### src/rtl/isp1761_bus_sequencer.sv
// isp1761_bus_sequencer
// Turns single-word Avalon-MM reads/writes into timed ISP1761 bus cycles:
// address setup, strobe, write hold and inter-access recovery. The master is
// stalled with avs_waitrequest until the one-cycle DONE state.
// Optional build macro: ISP1761_IRQ_SYNC_EN. When it is defined, isp_irq goes
// through a two-flop synchronizer. When it is undefined, isp_irq feeds
// avs_irq directly.
module isp1761_bus_sequencer #(
    parameter int unsigned SETUP_CYC    = 1,  // 1..15
    parameter int unsigned STROBE_CYC   = 3,  // 1..15
    parameter int unsigned HOLD_CYC     = 1,  // 0..15
    parameter int unsigned RECOVERY_CYC = 4   // 0..15
) (
    input  logic        clk,
    input  logic        reset_n,
    input  logic [15:0] avs_address,
    input  logic        avs_read,
    input  logic        avs_write,
    input  logic [31:0] avs_writedata,
    output logic [31:0] avs_readdata,
    output logic        avs_waitrequest,
    output logic        avs_irq,
    output logic        isp_cs_n,
    output logic        isp_rd_n,
    output logic        isp_wr_n,
    output logic [17:0] isp_address,
    output logic [31:0] isp_writedata,
    input  logic [31:0] isp_readdata,
    input  logic        isp_irq,
    output logic        isp_reset_n
);

    typedef enum logic [2:0] {
        S_IDLE, S_SETUP, S_STROBE, S_HOLD, S_DONE, S_RECOVER
    } state_e;

    // The phase counter is loaded with N-1, so a phase lasts N cycles.
    // Zero-length phases are skipped, so their reload values are never used.
    localparam logic [3:0] SETUP_LD  = 4'(SETUP_CYC - 1);
    localparam logic [3:0] STROBE_LD = 4'(STROBE_CYC - 1);
    localparam logic [3:0] HOLD_LD   = 4'((HOLD_CYC == 0) ? 0 : HOLD_CYC - 1);
    localparam logic [3:0] REC_LD    = 4'((RECOVERY_CYC == 0) ? 0 : RECOVERY_CYC - 1);

    state_e      state_q;
    logic [3:0]  cnt_q;
    logic        is_rd_q;
    logic [15:0] addr_q;
    logic [31:0] wdata_q;
    logic [31:0] rdata_q;
    logic        cs_n_q, rd_n_q, wr_n_q, wait_q, isp_rst_q;

    // Main sequencer. Strobes and waitrequest are registered and change on the
    // same edge as the state they belong to.
    always_ff @(posedge clk or negedge reset_n) begin
        if (!reset_n) begin
            state_q <= S_IDLE;
            cnt_q   <= 4'd0;
            is_rd_q <= 1'b0;
            addr_q  <= 16'd0;
            wdata_q <= 32'd0;
            rdata_q <= 32'd0;
            cs_n_q  <= 1'b1;
            rd_n_q  <= 1'b1;
            wr_n_q  <= 1'b1;
            wait_q  <= 1'b1;
        end else begin
            case (state_q)
                S_IDLE: begin
                    // A read wins when both requests are present.
                    if (avs_read || avs_write) begin
                        addr_q  <= avs_address;
                        wdata_q <= avs_writedata;
                        is_rd_q <= avs_read;
                        cnt_q   <= SETUP_LD;
                        state_q <= S_SETUP;
                    end
                end
                S_SETUP: begin
                    if (cnt_q == 4'd0) begin
                        cnt_q   <= STROBE_LD;
                        state_q <= S_STROBE;
                        cs_n_q  <= 1'b0;
                        if (is_rd_q) rd_n_q <= 1'b0;
                        else         wr_n_q <= 1'b0;
                    end else begin
                        cnt_q <= cnt_q - 4'd1;
                    end
                end
                S_STROBE: begin
                    if (cnt_q == 4'd0) begin
                        if (is_rd_q) begin
                            // Data is sampled in the last strobe cycle. cs_n and
                            // rd_n rise together so the bridge releases the bus
                            // cleanly.
                            rdata_q <= isp_readdata;
                            cs_n_q  <= 1'b1;
                            rd_n_q  <= 1'b1;
                            wait_q  <= 1'b0;
                            state_q <= S_DONE;
                        end else begin
                            wr_n_q <= 1'b1;
                            if (HOLD_CYC == 0) begin
                                cs_n_q  <= 1'b1;
                                wait_q  <= 1'b0;
                                state_q <= S_DONE;
                            end else begin
                                cnt_q   <= HOLD_LD;
                                state_q <= S_HOLD;
                            end
                        end
                    end else begin
                        cnt_q <= cnt_q - 4'd1;
                    end
                end
                S_HOLD: begin
                    if (cnt_q == 4'd0) begin
                        cs_n_q  <= 1'b1;
                        wait_q  <= 1'b0;
                        state_q <= S_DONE;
                    end else begin
                        cnt_q <= cnt_q - 4'd1;
                    end
                end
                S_DONE: begin
                    wait_q <= 1'b1;
                    if (RECOVERY_CYC == 0) begin
                        state_q <= S_IDLE;
                    end else begin
                        cnt_q   <= REC_LD;
                        state_q <= S_RECOVER;
                    end
                end
                S_RECOVER: begin
                    // A request is not accepted here. It is picked up in IDLE.
                    if (cnt_q == 4'd0) state_q <= S_IDLE;
                    else               cnt_q   <= cnt_q - 4'd1;
                end
                default: state_q <= S_IDLE;
            endcase
        end
    end

    // Controller reset: held low during reset, high one edge after release.
    always_ff @(posedge clk or negedge reset_n) begin
        if (!reset_n) isp_rst_q <= 1'b0;
        else          isp_rst_q <= 1'b1;
    end

`ifdef ISP1761_IRQ_SYNC_EN
    logic [1:0] irq_sync_q;

    // Two-flop synchronizer for the asynchronous controller interrupt.
    always_ff @(posedge clk or negedge reset_n) begin
        if (!reset_n) irq_sync_q <= 2'b00;
        else          irq_sync_q <= {irq_sync_q[0], isp_irq};
    end

    assign avs_irq = irq_sync_q[1];
`else
    assign avs_irq = isp_irq;
`endif

    assign avs_readdata    = rdata_q;
    assign avs_waitrequest = wait_q;
    assign isp_cs_n        = cs_n_q;
    assign isp_rd_n        = rd_n_q;
    assign isp_wr_n        = wr_n_q;
    assign isp_address     = {addr_q, 2'b00};
    assign isp_writedata   = wdata_q;
    assign isp_reset_n     = isp_rst_q;

endmodule

### config.mk
export PLATFORM = sky130hd
export DESIGN_NAME = isp1761_bus_sequencer
export DESIGN_NICKNAME = d
export VERILOG_FILES = /design/src/rtl/isp1761_bus_sequencer.sv
export SDC_FILE = /design/constraint.sdc
export NUM_CORES = 1
export LEC_CHECK = 0
export BUFFER_PORTS_ARGS = -buffer_cell sky130_fd_sc_hd__buf_4
export CELL_PAD_IN_SITES_DETAIL_PLACEMENT = 1
export CELL_PAD_IN_SITES_GLOBAL_PLACEMENT = 2
export CORE_MARGIN = 8
export CORE_UTILIZATION = 29
export DETAILED_ROUTE_END_ITERATION = 7
export PLACE_DENSITY_LB_ADDON = 0.15
export SETUP_SLACK_MARGIN = 0.1
export SYNTH_ARGS = -nofsm -noshare
export SYNTH_HDL_FRONTEND = slang
export SYNTH_SLANG_ARGS = --single-unit
### constraint.sdc
create_clock -name clk -period 2.4 [get_ports clk]
set_input_delay 0 -clock clk [delete_from_list [all_inputs] [get_ports clk]]
set_output_delay 0 -clock clk [all_outputs]
set_load 0.05 [all_outputs]
==> results of run 1 <==
==> repair_timing <==
item | CTS | global route
buffers inserted | 0 | 0
hold buffers | 83 | 0
endpoints found under the setup margin | 0 | 9
hold endpoints to repair | 124 | 0
resized for setup | 0 | 1
==> per-stage QoR <==
step	cell area [um^2]	setup WS [ns]	utilization (%)	hold WS, ns
2_1_floorplan	3750	0.538	-	-0.296
3_3_place_gp	5220	0.402	41.4	0.000589
3_5_place_dp	5220	0.316	41.4	0.000589
4_1_cts	6390	0.311	50.7	0.000589
5_1_grt	6400	0.284	50.7	0.0000784
6_report	6400	0.469	50.7	0.0000193
==> area by class of cell <==
type,instances,area (um^2),area share [%]
Sequential cell,93,2330,36.4
Timing Repair Buffer,260,2210,34.5
Multi-Input combinational cell,145,1290,20.2
Clock buffer,12,246,3.85
Tap cell,172,215,3.36
Clock inverter,4,95.1,1.49
Inverter,3,11.3,0.176
==> cell families (layout without fill, tap and decap cells) <==
| kind of cell | after synthesis | in the layout |
|---|---|---|
| AOI/OAI and AO/OA | 29 | 29 |
| adders and majority gates | 1 | 1 |
| buffers and inverters | 20 | 279 |
| DFF | 93 | 93 |
| muxes | 81 | 81 |
| other | 2 | 3 |
| and+or+nand+nor | 31 | 31 |
==> how the worst max path moves through the flow <==
| stage | from | endpoint | slack [ns] | depth (start not counted) |
|---|---|---|---|---|
| after floorplan | cnt_q[0] | avs_readdata[16] | 0.54 | 7 |
| after global placement | cnt_q[0] | avs_readdata[16] | 0.40 | 7 |
| after detailed placement | cnt_q[0] | avs_readdata[16] | 0.32 | 7 |
| after CTS | cnt_q[0] | avs_readdata[16] | 0.31 | 7 |
| after global routing | cnt_q[0] | avs_readdata[0] | 0.28 | 7 |
| final | cnt_q[0] | avs_readdata[16] | 0.47 | 7 |
==> cells in the mapped netlist, drive strengths merged, types with 3 or more instances <==
| master | n |
|---|---|
| nand2 | 10 |
| dfstp | 4 |
| mux2 | 81 |
| nor3 | 3 |
| a21oi | 5 |
| nor2 | 8 |
| clkbuf | 4 |
| inv | 3 |
| dfrtp | 89 |
| o21ai | 12 |
| buf | 13 |
==> sequential cells by signal (all words and copies together), names as in the netlist <==
signal and cells:
addr_q 16, avs_readdata 32, cnt_q 4, isp_writedata 32, isp_rd_n 1, is_rd_q 1
avs_waitrequest 1, isp_cs_n 1, state_q 3, isp_reset_n 1, isp_wr_n 1
==> power groups by stage <==
stage                     Combinational (W)  Sequential (W)  Clock (W)
after detailed placement            0.00594         0.00286          0
after global placement              0.00588         0.00282          0
final                               0.00601         0.00283    0.00164
after global routing                0.00633         0.00296    0.00175
after CTS                           0.00607         0.00283    0.00169
after floorplan                     0.00159         0.00532          0
==> cell usage in the layout (no fill, tap or decap), types with 2 or more instances in the layout <==
| master | synthesis | layout |
|---|---|---|
| a21oi_1 | 5 | 5 |
| clkbuf_16 | 0 | 9 |
| nor3_1 | 3 | 3 |
| buf_12 | 0 | 4 |
| dfstp_2 | 4 | 4 |
| nor2_1 | 8 | 8 |
| conb_1 | 2 | 3 |
| inv_1 | 3 | 3 |
| mux2_2 | 80 | 80 |
| dlygate4sd3_1 | 0 | 83 |
| dfrtp_1 | 89 | 89 |
| nor3b_1 | 2 | 2 |
| o31ai_1 | 2 | 2 |
| bufinv_16 | 0 | 3 |
| a21boi_0 | 2 | 2 |
| nand3_1 | 2 | 2 |
| clkbuf_1 | 4 | 2 |
| o21ai_0 | 12 | 12 |
| buf_4 | 4 | 173 |
| nand2_1 | 9 | 9 |
==> layer usage <==
layer	up-vias	GRT usage (%)
met1	1510	15.9
li1	1410	-
met3	13	3.88
met4	0	5.53
met5	-	0
met2	77	26.8
==> run metrics, run 1 <==
outcome completed; Starting Density between 20% and 30%; Die X between 100 and 150 um; Cells after DPL 590; CTS max path bufs 2; Worst-path clk slew 0.07 ns; Hold WC Path Type in -> out; Synth Instances 257; Core Area 12600 um^2; Buf/Inv on CP 2; total I/O pin count 173; Routed Antenna Nets 0; die height roughly 130 um; GR Overflow Total 0; row count 41; routed length on met3 618 um; Crit. End Element register; hold path start isp_irq; crit-path max FO 32; cts bufs inserted 9; TritonRoute pass-1 iters 6; number of flops mapped to enable cells by yosys 0; die area approximately 17000 um^2; worst r2r dst avs_readdata[16]; worst path arrival time about 2.2 ns; r2r setup slk 0.47 ns; main combinational cell family by area after synthesis multiplexers; Worst Path Required 2.63 ns; Worst Tran Pin Value 0.653 ns; Worst path max stage delay 0.40 ns; Worst path top cell family by delay simple AND/OR/NAND/NOR gates; RSZ-0062 raised after global routing no; DR WL/cell 17.5 um; PD cells 1640 nW/um^2; first-pass GRT wire length around 19000 um; clock root buffer clkbuf_16; final cell count without fillers around 690; relative slew slack 56.5%; layout cells sized above 1 between 50% and 60%; Layout Nets 598; Critical Path Source Type register; largest net degree at the start of global routing a little under 50; Yosys Warn Count 0; Synth Area in XOR/XNOR 0%; H-tree depth 3; sw frac 46.4%; vias per std cell 4.37; drt total wl 12000 um; Iteration-0 DRC Markers between 100 and 150; clock network power share ~16%; hold path depth 0; Synth top area share 59.4%; flops & latches, synth 93; Clock Latency Late Sink 0.35 ns; count of final hold-check violations 0; FILL cells 1340; Sink Count 93; Comb pwr share around 57%; adder-cell share of the synthesized area 0.334%; Port Buffers 168; Tmin final 1.93 ns; clock skew ~0.007 ns; sequential fraction of the synthesis area 62.2%; Avg Cell Area, Syn 14.6 um^2; Sw Pwr 0.00486 W; Simple-Gate Fraction of Synth Area 4.30%; initial antenna violation count 0; Post-synth ARST share between 90% and 100%; crit share post-route between 80% and 90%; endpoints failing setup 0; Max Cap Viol 0; WHS Endpoint avs_irq; crit path cell chain inv_1 > ha_1 > nor4b_2 > and3_1 > nand2_2 > buf_12 > mux2_4; DRC 0; DP HPWL 8370 um; met2 routed wirelength 6570 um; vias in the first global route 3432; GPL Wtd Cong 0.728; Diodes inserted 0; Synth Area in Compound Gates 4.84%; CTS tree yes; P&R area growth vs syn 70.7%; Post-synth top flop dfrtp_1; via count 3010; met1 WL 4630 um; slowest CP cell dfrtp_1; top sig layer met4; LEAKAGE 2.95 nW; mux contribution to synthesized area 24.4%; synthesized cell area 3750 um^2; fmax 518 MHz; CP Class reg -> reg; Internal 0.00562 W; Reg-to-Reg Start cnt_q[0]; cell taking the most area after synthesis dfrtp_1; Fin Setup TNS 0 ns; post-synth cell types 35; Total GRT Usage 14.7%; Synth area leaders dfrtp_1 59%, mux2_2 24%, dfstp_2 2.8%; Flop pwr share 27.0%; max-slew violation count 0; total power 0.0105 W; Reg2Reg Depth 7; Max VDD drop 0.000532 V
Note: power is estimated with default switching activity, not from simulation.
==> inputs of run 2 (changes only) <==
clock period = 1.8 ns   (was 2.4 ns; I/O delays follow)
==> run 2 against run 1 <==
Sequential cell count stayed put. Final area is 8.9% higher. Clock skew is 0.0011 ns lower. Maximum frequency is 9.5% higher. Count of clock-buffer cells in the layout is 1 lower. Sequential share of layout area is 3.0 points lower. Core utilization is 4.5 points higher. Clock power is 17% higher. Worst hold slack hardly changed. Non-clock buffer count is 27 higher. Highest routed layer unchanged.
==> run metrics, run 2 (synthesis results as in run 1) <==
outcome completed; Tmin final between 1.5 and 2 ns; final cell count without fillers 716; Reg2Reg Depth 7; CP Class reg -> reg; H-tree depth 3; hold path depth 0; via count 3184; TritonRoute pass-1 iters 2; Cells after DPL 600; vias in the first global route 3557; RSZ-0062 raised after global routing yes; WHS Endpoint avs_irq; GPL Wtd Cong 0.755; GR Overflow Total 0; Worst path top cell family by delay simple AND/OR/NAND/NOR gates; Iteration-0 DRC Markers 90; Die X 130 um; Starting Density 29.7%; clock root buffer clkbuf_16; most frequent cells in the layout 188 x buf_4, 89 x dfrtp_1, 83 x dlygate4sd3_1; largest net degree at the start of global routing 49; Clock Latency Late Sink 0.34 ns; initial antenna violation count 0; FILL cells 1289; die height 130 um; Worst Path Required 2.02 ns; Port Buffers 168; PD cells 2190 nW/um^2; fmax approximately 570 MHz; slowest CP cell dfrtp_1; crit-path max FO 6; most common cell after layout, fill and taps aside buf_4; Layout Nets 625; crit path cell chain inv_2 > ha_4 > nor4b_4 > and3_4 > nand2_8 > clkbuf_16 > mux2_2; Diodes inserted 0; Critical Path Source Type register; Routed Antenna Nets 0; cts bufs inserted 9; worst r2r dst avs_readdata[5]; layout cells sized above 1 between 50 and 60%; die area roughly 17000 um^2; Crit. End Element register; first-pass GRT wire length roughly 20000 um; drt total wl approximately 14000 um; Max Cap Viol 0; worst path arrival time 1.98 ns; endpoints failing setup 0; Total GRT Usage 15.2%; Core Area 12600 um^2; Buf/Inv on CP 2; crit share post-route 98.0%; hold path start isp_irq; vias per std cell ~4.4; Sink Count 93; clock skew 0.00585 ns; DR WL/cell slightly below 20 um; Worst-path clk slew 0.06 ns; total I/O pin count 173; count of final hold-check violations 0; Hold WC Path Type in -> out; WHS about 0.00015 ns; LEAKAGE 3.29 nW; P&R area growth vs syn 85.8%; CTS tree yes; Max VDD drop just over 0.001 V; DP HPWL roughly 8300 um; DRC 0; post-route cell area 6970 um^2; Worst path max stage delay 0.39 ns; Reg-to-Reg Start cnt_q[0]; max-slew violation count 0; CTS max path bufs 2; row count 41; DP Area 5300 um^2; r2r setup slk approximately 0.036 ns; total power 0.0153 W
run 2: cell types whose count changed in the layout (fill, tap and decap cells not counted), sizes merged:
| cell | previous run | this run |
|---|---|---|
| clkinvlp | 0 | 4 |
| bufinv | 3 | 1 |
| buf | 177 | 200 |
| clkinv | 1 | 0 |
| clkbuf | 12 | 15 |
run 2: worst max path at each step:
stage | from | slack (ns) | endpoint | cells after the start
global placement | cnt_q[1] | 0.03 | avs_readdata[16] | 7
floorplan | cnt_q[0] | 0.06 | avs_readdata[16] | 7
finish | cnt_q[0] | 0.04 | avs_readdata[5] | 7
CTS | cnt_q[0] | 0.06 | avs_readdata[16] | 7
detailed placement | cnt_q[1] | 0.01 | avs_readdata[16] | 7
global route | cnt_q[0] | -0.04 | avs_readdata[5] | 7
run 2: layer usage:
layer	up-vias	share of wire, %	GRT usage (%)	wire length [um]
li1	1468	-	-	-
met1	1605	41	17.1	5680
met2	96	52	27.1	7300
met3	15	5.8	4.00	812
met4	0	1.6	6.08	219
met5	-	0	0	0
run 2: worst reg2reg max path: cells and delay by family (launching register included):
family / cells / cell delay, ns
buf+inv: 2 / 0.27
flops: 1 / 0.39
simple gates: 3 / 0.57
mux: 1 / 0.28
fa+ha+maj: 1 / 0.15
run 2: report_power, final:
group          leakage (nW)  switching, W  internal [W]  total, W
Clock                 0.134      0.000805       0.00111   0.00192
Combinational          2.07       0.00555       0.00396   0.00952
Sequential             1.09      0.000654       0.00318   0.00383
Total                  3.29       0.00701       0.00826    0.0153
run 2: stage by stage:
stage	setup slack [ns]	util, %	TNS, ns
2_1_floorplan	0.0603	-	0
3_3_place_gp	0.0287	42.0	0
3_5_place_dp	0.0106	42.0	0
4_1_cts	0.0609	52.1	0
5_1_grt	-0.0366	55.2	-0.184
6_report	0.0362	55.2	0
run 2: timing repair:
action / CTS / global route
setup endpoints to repair: 79 / 83
setup buffers: 4 / 6
pin swaps: 5 / 2
gates resized for setup: 15 / 66
hold endpoints to repair: 161 / 0
hold buffers: 83 / 0
cloned: 2 / 5
run 2: final cells by class:
class,instances,area (um^2),share of cell area (%)
inverters,3,11.3,0.162
clock buffers,11,243,3.48
multi-input cells,145,1550,22.3
flip-flops and latches,93,2330,33.5
repair buffers,287,2550,36.6
clock inverters,5,60.1,0.862
well taps,172,215,3.09
